`src/rtl/serial_loader.sv`:
```
// serial_loader: serial bootstrap loader for the 6502 computer.
// Receives 8N1 load packets ('L', addr_hi, addr_lo, len, data..., chk), writes the payload to
// memory as a bus initiator while holding the CPU off the bus, and answers ACK (0x06) or
// NAK (0x15) on its own transmit line.
// Ports:
//   clk          system clock, everything on rising edge
//   reset        synchronous, active-high reset
//   rxd_line     serial input (idle high)
//   txd_line     serial reply output (idle high)
//   mem_address  write address, increments the cycle after each strobe
//   mem_data     write data
//   mem_write    one-cycle write strobe
//   cpu_hold     high while a packet (and its reply) is in progress
//   load_done    one-cycle pulse on good checksum
//   load_error   one-cycle pulse on bad checksum, framing error or timeout
module serial_loader #(
  parameter int unsigned CLK_RATE     = 12000000,
  parameter int unsigned BAUD_RATE    = 9600,
  parameter int unsigned CLK_DIVISOR  = CLK_RATE / BAUD_RATE,
  parameter int unsigned TIMEOUT_BITS = 20
) (
  input  logic        clk,
  input  logic        reset,
  input  logic        rxd_line,
  output logic        txd_line,
  output logic [15:0] mem_address,
  output logic [7:0]  mem_data,
  output logic        mem_write,
  output logic        cpu_hold,
  output logic        load_done,
  output logic        load_error
);

  localparam int unsigned TimeoutCycles = TIMEOUT_BITS * CLK_DIVISOR;
  localparam int unsigned ToW           = $clog2(TimeoutCycles + 1);
  localparam logic [11:0] HalfBit       = 12'(CLK_DIVISOR / 2 - 1);
  localparam logic [11:0] FullBit       = 12'(CLK_DIVISOR - 1);
  localparam logic [7:0]  ByteLoad      = 8'h4C;
  localparam logic [7:0]  ByteAck       = 8'h06;
  localparam logic [7:0]  ByteNak       = 8'h15;

  typedef enum logic [1:0] {RxIdle, RxStart, RxData, RxStop} rx_state_e;
  typedef enum logic [2:0] {PIdle, PAddrHi, PAddrLo, PLen, PData, PChk, PReply} p_state_e;

  // Receiver
  logic        rx_meta_q, rx_sync_q;
  rx_state_e   rx_state_q, rx_state_d;
  logic [11:0] rx_cnt_q, rx_cnt_d;
  logic [2:0]  rx_bit_q, rx_bit_d;
  logic [7:0]  rx_shift_q, rx_shift_d;
  logic        byte_valid, frame_err;

  always_comb begin
    rx_state_d = rx_state_q;
    rx_cnt_d   = rx_cnt_q;
    rx_bit_d   = rx_bit_q;
    rx_shift_d = rx_shift_q;
    byte_valid = 1'b0;
    frame_err  = 1'b0;
    case (rx_state_q)
      RxIdle: begin
        if (!rx_sync_q) begin
          rx_state_d = RxStart;
          rx_cnt_d   = HalfBit;
        end
      end
      RxStart: begin
        if (rx_cnt_q != 12'd0) begin
          rx_cnt_d = rx_cnt_q - 12'd1;
        end else if (rx_sync_q) begin
          rx_state_d = RxIdle;  // false start
        end else begin
          rx_state_d = RxData;
          rx_cnt_d   = FullBit;
          rx_bit_d   = 3'd0;
        end
      end
      RxData: begin
        if (rx_cnt_q != 12'd0) begin
          rx_cnt_d = rx_cnt_q - 12'd1;
        end else begin
          rx_shift_d = {rx_sync_q, rx_shift_q[7:1]};
          rx_cnt_d   = FullBit;
          if (rx_bit_q == 3'd7) rx_state_d = RxStop;
          else rx_bit_d = rx_bit_q + 3'd1;
        end
      end
      RxStop: begin
        if (rx_cnt_q != 12'd0) begin
          rx_cnt_d = rx_cnt_q - 12'd1;
        end else begin
          rx_state_d = RxIdle;
          if (rx_sync_q) byte_valid = 1'b1;
          else frame_err = 1'b1;
        end
      end
      default: rx_state_d = RxIdle;
    endcase
  end

  // Transmitter: start bit driven on load, then 8 data bits and 2 stop bits from the shifter
  logic        tx_start;
  logic [7:0]  tx_byte;
  logic        tx_busy_q, tx_busy_d;
  logic        txd_q, txd_d;
  logic [9:0]  tx_shift_q, tx_shift_d;
  logic [3:0]  tx_left_q, tx_left_d;
  logic [11:0] tx_cnt_q, tx_cnt_d;

  always_comb begin
    tx_busy_d  = tx_busy_q;
    txd_d      = txd_q;
    tx_shift_d = tx_shift_q;
    tx_left_d  = tx_left_q;
    tx_cnt_d   = tx_cnt_q;
    if (tx_start) begin
      tx_busy_d  = 1'b1;
      txd_d      = 1'b0;
      tx_shift_d = {2'b11, tx_byte};
      tx_left_d  = 4'd10;
      tx_cnt_d   = FullBit;
    end else if (tx_busy_q) begin
      if (tx_cnt_q != 12'd0) begin
        tx_cnt_d = tx_cnt_q - 12'd1;
      end else if (tx_left_q == 4'd0) begin
        tx_busy_d = 1'b0;
      end else begin
        txd_d      = tx_shift_q[0];
        tx_shift_d = {1'b1, tx_shift_q[9:1]};
        tx_left_d  = tx_left_q - 4'd1;
        tx_cnt_d   = FullBit;
      end
    end
  end

  // Packet FSM
  p_state_e       p_state_q, p_state_d;
  logic [15:0]    addr_q, addr_d;
  logic [7:0]     data_q, data_d;
  logic           wr_q, wr_d;
  logic [8:0]     count_q, count_d;
  logic [7:0]     sum_q, sum_d;
  logic           hold_q, hold_d;
  logic           done_q, done_d;
  logic           err_q, err_d;
  logic [ToW-1:0] to_cnt_q, to_cnt_d;
  logic           active, timeout;

  assign active  = p_state_q inside {PAddrHi, PAddrLo, PLen, PData, PChk};
  assign timeout = active && !byte_valid && (to_cnt_q == ToW'(TimeoutCycles - 1));

  always_comb begin
    p_state_d = p_state_q;
    addr_d    = wr_q ? addr_q + 16'd1 : addr_q;  // advance after each strobe, wraps
    data_d    = data_q;
    wr_d      = 1'b0;
    count_d   = count_q;
    sum_d     = sum_q;
    hold_d    = hold_q;
    done_d    = 1'b0;
    err_d     = 1'b0;
    tx_start  = 1'b0;
    tx_byte   = ByteNak;
    to_cnt_d  = (active && !byte_valid) ? to_cnt_q + ToW'(1) : '0;
    case (p_state_q)
      PIdle: begin
        if (byte_valid && rx_shift_q == ByteLoad) begin
          p_state_d = PAddrHi;
          hold_d    = 1'b1;
        end
      end
      PAddrHi: begin
        if (byte_valid) begin
          addr_d    = {rx_shift_q, addr_q[7:0]};
          p_state_d = PAddrLo;
        end
      end
      PAddrLo: begin
        if (byte_valid) begin
          addr_d    = {addr_q[15:8], rx_shift_q};
          p_state_d = PLen;
        end
      end
      PLen: begin
        if (byte_valid) begin
          count_d   = (rx_shift_q == 8'd0) ? 9'd256 : {1'b0, rx_shift_q};
          sum_d     = 8'd0;
          p_state_d = PData;
        end
      end
      PData: begin
        if (byte_valid) begin
          data_d  = rx_shift_q;
          wr_d    = 1'b1;
          sum_d   = sum_q + rx_shift_q;
          count_d = count_q - 9'd1;
          if (count_q == 9'd1) p_state_d = PChk;
        end
      end
      PChk: begin
        if (byte_valid) begin
          tx_start  = 1'b1;
          p_state_d = PReply;
          if (8'(sum_q + rx_shift_q) == 8'd0) begin
            tx_byte = ByteAck;
            done_d  = 1'b1;
          end else begin
            err_d = 1'b1;
          end
        end
      end
      PReply: begin
        if (!tx_busy_q) begin
          hold_d    = 1'b0;
          p_state_d = PIdle;
        end
      end
      default: p_state_d = PIdle;
    endcase
    if (active && frame_err) begin
      err_d     = 1'b1;
      tx_start  = 1'b1;
      tx_byte   = ByteNak;
      p_state_d = PReply;
    end else if (timeout) begin
      err_d     = 1'b1;
      hold_d    = 1'b0;
      p_state_d = PIdle;
    end
  end

  always_ff @(posedge clk) begin
    if (reset) begin
      rx_meta_q  <= 1'b1;
      rx_sync_q  <= 1'b1;
      rx_state_q <= RxIdle;
      rx_cnt_q   <= '0;
      rx_bit_q   <= '0;
      rx_shift_q <= '0;
      tx_busy_q  <= 1'b0;
      txd_q      <= 1'b1;
      tx_shift_q <= '1;
      tx_left_q  <= '0;
      tx_cnt_q   <= '0;
      p_state_q  <= PIdle;
      addr_q     <= '0;
      data_q     <= '0;
      wr_q       <= 1'b0;
      count_q    <= '0;
      sum_q      <= '0;
      hold_q     <= 1'b0;
      done_q     <= 1'b0;
      err_q      <= 1'b0;
      to_cnt_q   <= '0;
    end else begin
      rx_meta_q  <= rxd_line;
      rx_sync_q  <= rx_meta_q;
      rx_state_q <= rx_state_d;
      rx_cnt_q   <= rx_cnt_d;
      rx_bit_q   <= rx_bit_d;
      rx_shift_q <= rx_shift_d;
      tx_busy_q  <= tx_busy_d;
      txd_q      <= txd_d;
      tx_shift_q <= tx_shift_d;
      tx_left_q  <= tx_left_d;
      tx_cnt_q   <= tx_cnt_d;
      p_state_q  <= p_state_d;
      addr_q     <= addr_d;
      data_q     <= data_d;
      wr_q       <= wr_d;
      count_q    <= count_d;
      sum_q      <= sum_d;
      hold_q     <= hold_d;
      done_q     <= done_d;
      err_q      <= err_d;
      to_cnt_q   <= to_cnt_d;
    end
  end

  assign txd_line    = txd_q;
  assign mem_address = addr_q;
  assign mem_data    = data_q;
  assign mem_write   = wr_q;
  assign cpu_hold    = hold_q;
  assign load_done   = done_q;
  assign load_error  = err_q;

endmodule

```
`config.mk`:
```
export PLATFORM = sky130hd
export DESIGN_NAME = serial_loader
export DESIGN_NICKNAME = d
export VERILOG_FILES = /design/src/rtl/serial_loader.sv
export SDC_FILE = /design/constraint.sdc
export NUM_CORES = 1
export LEC_CHECK = 0
export ABC_AREA = 1
export CAP_MARGIN = 20
export CORE_MARGIN = 10
export CORE_UTILIZATION = 37
export CTS_CLUSTER_SIZE = 25
export DETAILED_ROUTE_END_ITERATION = 16
export GPL_TIMING_DRIVEN = 0
export PLACE_DENSITY = 0.59
export SYNTH_ARGS = -nofsm -noshare
export SYNTH_HDL_FRONTEND = slang
export SYNTH_SLANG_ARGS = --single-unit
```
`constraint.sdc`:
```
create_clock -name clk -period 5.85 [get_ports clk]
set_input_delay 1.4625 -clock clk [delete_from_list [all_inputs] [get_ports clk]]
set_output_delay 1.4625 -clock clk [all_outputs]
set_load 0.01 [all_outputs]
```
After elaboration in Yosys (flattened, before gate mapping)
Cells that the tools add are included.
Operators by class
  add/sub/neg operators: 8
  eq/ne operators: 44
  multiplexer cells: 84
  bitwise operators: 7
  reductions and logical operators: 33
Operator list (count)
  $mux W12: 7
  $mux W8: 7
  $mux W16: 3
  $pmux W12 S4: 1
  $mux W3: 14
  $ne A2 B2 Y1 const B: 20
  $pmux W16 S2: 1
  $mux W1: 27
  $mux W9: 3
  $reduce_bool A12 Y1: 2
  $sub A12 B1 Y12 const B: 2
  $mux W11: 2
  $pmux W3 S7: 1
  $ne A4 B3 Y1 const B: 5
  $pmux W9 S2: 1
  $add A16 B1 Y16 const B: 1
  $logic_not A8 Y1: 2
  $mux W4: 4
  $pmux W8 S2: 1
  $reduce_and A8 Y1: 2
  $add A15 B1 Y15 const B: 1
  $eq A15 B15 Y1 const B: 1
  $mux W5: 3
  $eq A3 B3 Y1 const B: 4
  other kinds (31): 61
Storage, ports and cells
  flip-flop bits (word level): 116
  input port bits: 3
  output and inout bits: 29
  logic and storage cells: 201

Logic depth before layout (Yosys ltp)
  depth after elaboration: 8
  mapped depth: 14
  mapped depth without buffers: 14

Least setup slack after synthesis
OpenSTA, ideal clock, no wires.
  path type: input to register
  start: input reset
  end: register addr_q[7], in the netlist mem_address[7]
  setup time: 0.065 ns
  arrival: 2.275 ns
  required time: 5.785 ns
  path slack: 3.510 ns
  stages on the path: 5
  buffers on the path: 2
  cell sequence: inv_1 > clkbuf_1 > clkbuf_1 > o21ai_0 > nor2_1
RTL lines
  start, declared: line 23  | input logic reset,
  end signal, assigned: line 268  | addr_q <= addr_d;
  end, declared: line 138  | logic [15:0] addr_q, addr_d;

==> summary.md <==
| Metric | Value |
|---|---|
| Main combinational cell family by area after synthesis | simple AND/OR/NAND/NOR gates |
| Hold path start | rx_meta_q$_SDFF_PP1_ |
| Hold/Removal Path Class | flip-flop to flip-flop |
| Synth area leaders | dfxtp_1 (35%), nand2_1 (12%), nor2_1 (8.0%) |
| Worst setup path category | input pin to flip-flop |
| Clk slew on worst S/H paths | 0.05 ns |
| Clock sink count | 116 |
| Initial antenna violation count | 0 |
| Cts hold-fix bufs | 0 |
| Reg2Reg Capture Point | tx_shift_q[0]$_SDFFE_PP1P_ |
| Via count | 6504 |
| Tmin final | 3.30 ns |
| Simple-gate share of the synthesized area | 34.0% |
| Post-synth EDFFs | 0 |
| Core ar. | 17400 µm² |
| Synth Flop Type | dfxtp_1 |
| Filler cell count | 1842 |
| Die Wd | 154 µm |
| CP Data Arrival Time | 3.65 ns |
| CP required | 6.21 ns |
| Ys Warns | 0 |
| Largest delay share family, worst path | buffers and inverters |
| Routability congestion estimate | 0.870 |
| #FFs+latches synth | 116 |
| ANT nets after route | 0 |
| Port buffer count | 31 |
| # setup viols final | 0 |
| Status | finished clean |
| Crit-path slowest cell | clkbuf_1 |
| Footprint of the multi-input gates | 3750 µm² |
| Grt total ovfl | 0 |
| Most frequent cells in the layout | nand2_1 (219), nor2_1 (141), dfxtp_1 (116) |
| Clock skew | 0.00713 ns |
| Vias in the first global route | 6172 |
| Drt first pass iters | 4 |
| Boundary pin count | 32 |
| Fmax achieved | 303 MHz |
| Worst-path fanout max | 10 |
| Drt first-iter violations | 415 |
| Fin area | 7780 µm² |
| Vias/cell | 5.09 |
| Adder-Cell Fraction of Synth Area | 4.26% |
| Max IR drop VDD | 0.210 mV |
| R2R Setup Slk | 3.62 ns |
| Clock buffer count from CTS | 17 |
| H-tree Lvls | 4 |
| Pin count of the biggest net entering global routing | 17 |
| Synth Area per Inst | 6.68 µm² |
| Fraction of layout cells with a size suffix above 1 | 6.36% |
| Commonest non-fill, non-tap cell in the layout | nand2_1 |
| RSZ-0062 raised after global routing | false |
| Crit share post-route | 56.3% |
| Max-cap violations | 0 |
| Nets | 1069 |
| Worst Hold Depth | 1 |
| Worst Max-Slew Pin Slew | 0.705 ns |
| Clock insertion delay at the later pin of the skew report | 0.42 ns |
| Cell Pwr Density | 264 nW/µm² |
| Total Routed Length | 17.9 mm |
| CTS root buffer | clkbuf_16 |
| Drt drc | 0 |
| Relative slew slack | 53.0% |
| Cell Rows | 48 |
| Final Hold Viols | 0 |
| Synth top area share | 35.0% |
| XOR/XNOR Fraction of Synth Area | 3.03% |
| CTS tree | done |
| Final Slew Violations | 0 |
| Setup WS post-layout | 2.55 ns |
| All-layer global routing usage | 15.2% |
| Crit-path cells | clkdlybuf4s50_1 > inv_1 > clkbuf_1 > clkbuf_1 > o21ai_0 > nor2_1 |
| Crit. End Element | flip-flop |
| CP max stage delay | 0.60 ns |
| Final total negative setup slack | 0 ns |
| LEAKAGE | 3.28 nW |
| Worst Hold Path EP | rx_sync_q$_SDFF_PP1_ |
| Buf/Inv on CP | 4 |
| HPWL after DPL | 13.2 mm |
| Post-CTS Setup Inserts | 0 |
| Sequential cell area | 2320 µm² |
| Worst r2r src | rx_shift_q[0]$_SDFFE_PP0P_ |
| Initial core utilization | 38.1% |
| Distinct cells, synth | 45 |
| Die Ht | 154 µm |
| Yosys top cell by area | dfxtp_1 |
| Sequential area share after synthesis | 35.0% |
| Cell mode on critical path | clkbuf_1 |
| Post-Syn Nets | 1019 |
| Placed Area | 7230 µm² |
| Cells after synthesis | 994 |
| Total die area | 23700 µm² |
| Syn Std Cell Area | 6640 µm² |
| Worst slack at placement | 2.11 ns |
| R2R depth | 11 |
| Compound-Gate Fraction of Synth Area | 15.1% |
| CTS Buffer Depth | 2 |
| Drt wl/cell | 14.0 µm |
| First-pass GRT wire length | 30.1 mm |
| Asr flop ratio synth | 0% |
| Diodes inserted | 0 |
| Crit start category | input pin |
| Cells resized by post-CTS repair | 0 |
| Mux contribution to synthesized area | 0.151% |
| Area Growth Syn to Fin | 17.2% |
## power by group
group / leakage (nW) / switching (mW) / internal, mW
combinational: 2.07 / 0.159 / 0.0805
sequential: 0.936 / 0.0210 / 0.811
clock: 0.271 / 0.353 / 0.631
total: 3.28 / 0.534 / 1.52
## routing by layer
layer | track usage [%] | wire length, µm
met3 | 3.93 | 890
met1 | 18.9 | 8500
met4 | 6.43 | 373
met5 | 0 | 0
met2 | 24.4 | 8090
## cells by family after synthesis
kind of cell             after synthesis
adder cells (fa/ha/maj)               22
flip-flops                           116
AND/OR/NAND/NOR                      507
buffers and inverters                143
multiplexers                           1
AO/OA/AOI/OAI                        182
XOR/XNOR                              23
## worst register-to-register path: stages (launching register included)
cell     delay (ns)
dfxtp_1        0.34
ha_1           0.24
fa_1           0.43
xor2_1         0.20
nor3_1         0.15
nand3_1        0.12
nor2_1         0.10
nand2_1        0.15
nand2_1        0.14
nand2_1        0.06
nor2_1         0.14
nand2_1        0.07
## synthesized netlist by cell type (2+ instances only)
cell type and count:
a211oi_1 10, a211oi_2 2, a21oi_1 65, a31oi_1 9, buf_2 4, buf_4 2
buf_6 2, clkbuf_1 13, clkinv_1 2, dfxtp_1 116, ha_1 21, inv_1 113
inv_2 6, nand2_1 219, nand3_1 62, nand3_2 2, nand3b_1 5, nand4_1 19
nor2_1 141, nor2_2 5, nor2_4 6, nor3_1 23, nor3b_1 6, nor4_1 8
o21ai_0 81, o21ai_1 2, o21bai_1 2, o31ai_1 5, or2_2 6, xnor2_1 2
xor2_1 21
## stage by stage
stage	power [mW]	std cells	hold slack [ns]	utilization, %
after floorplan	1.03	994	0.389	-
after global placement	1.09	1250	0.394	41.5
after detailed placement	1.09	1250	0.392	41.5
after CTS	2.07	1279	0.404	44.7
after global routing	2.15	1279	0.426	44.7
final	2.06	1279	0.406	44.7
## sequential cells by signal (all words and copies together) (netlist names), 3 cells and up, named ones only
register     cells
rx_cnt_q        12
rx_bit_q         3
mem_address     16
count_q          9
rx_shift_q       8
tx_cnt_q        12
sum_q            8
tx_left_q        4
p_state_q        3
mem_data         8
to_cnt_q        15
tx_shift_q       8
## area by class of cell
type | instances | area share, %
flip-flops and latches | 116 | 29.8
clock buffers | 25 | 6.49
well taps | 225 | 3.62
inverters | 121 | 5.84
plain buffers | 22 | 1.43
clock inverters | 4 | 0.611
repair buffers | 31 | 3.99
multi-input cells | 735 | 48.2
## worst max-delay path by stage
| stage | startpoint | end | cells past startpoint |
|---|---|---|---|
| floorplan | reset | mem_address[7]$_SDFFE_PP0P_ | 5 |
| global placement | reset | mem_address[8]$_SDFFE_PP0P_ | 6 |
| detailed placement | reset | mem_address[8]$_SDFFE_PP0P_ | 6 |
| CTS | reset | mem_address[8]$_SDFFE_PP0P_ | 6 |
| global route | reset | mem_address[7]$_SDFFE_PP0P_ | 6 |
| finish | reset | mem_address[8]$_SDFFE_PP0P_ | 6 |
No activity file was read; power rests on OpenSTA's default activity.
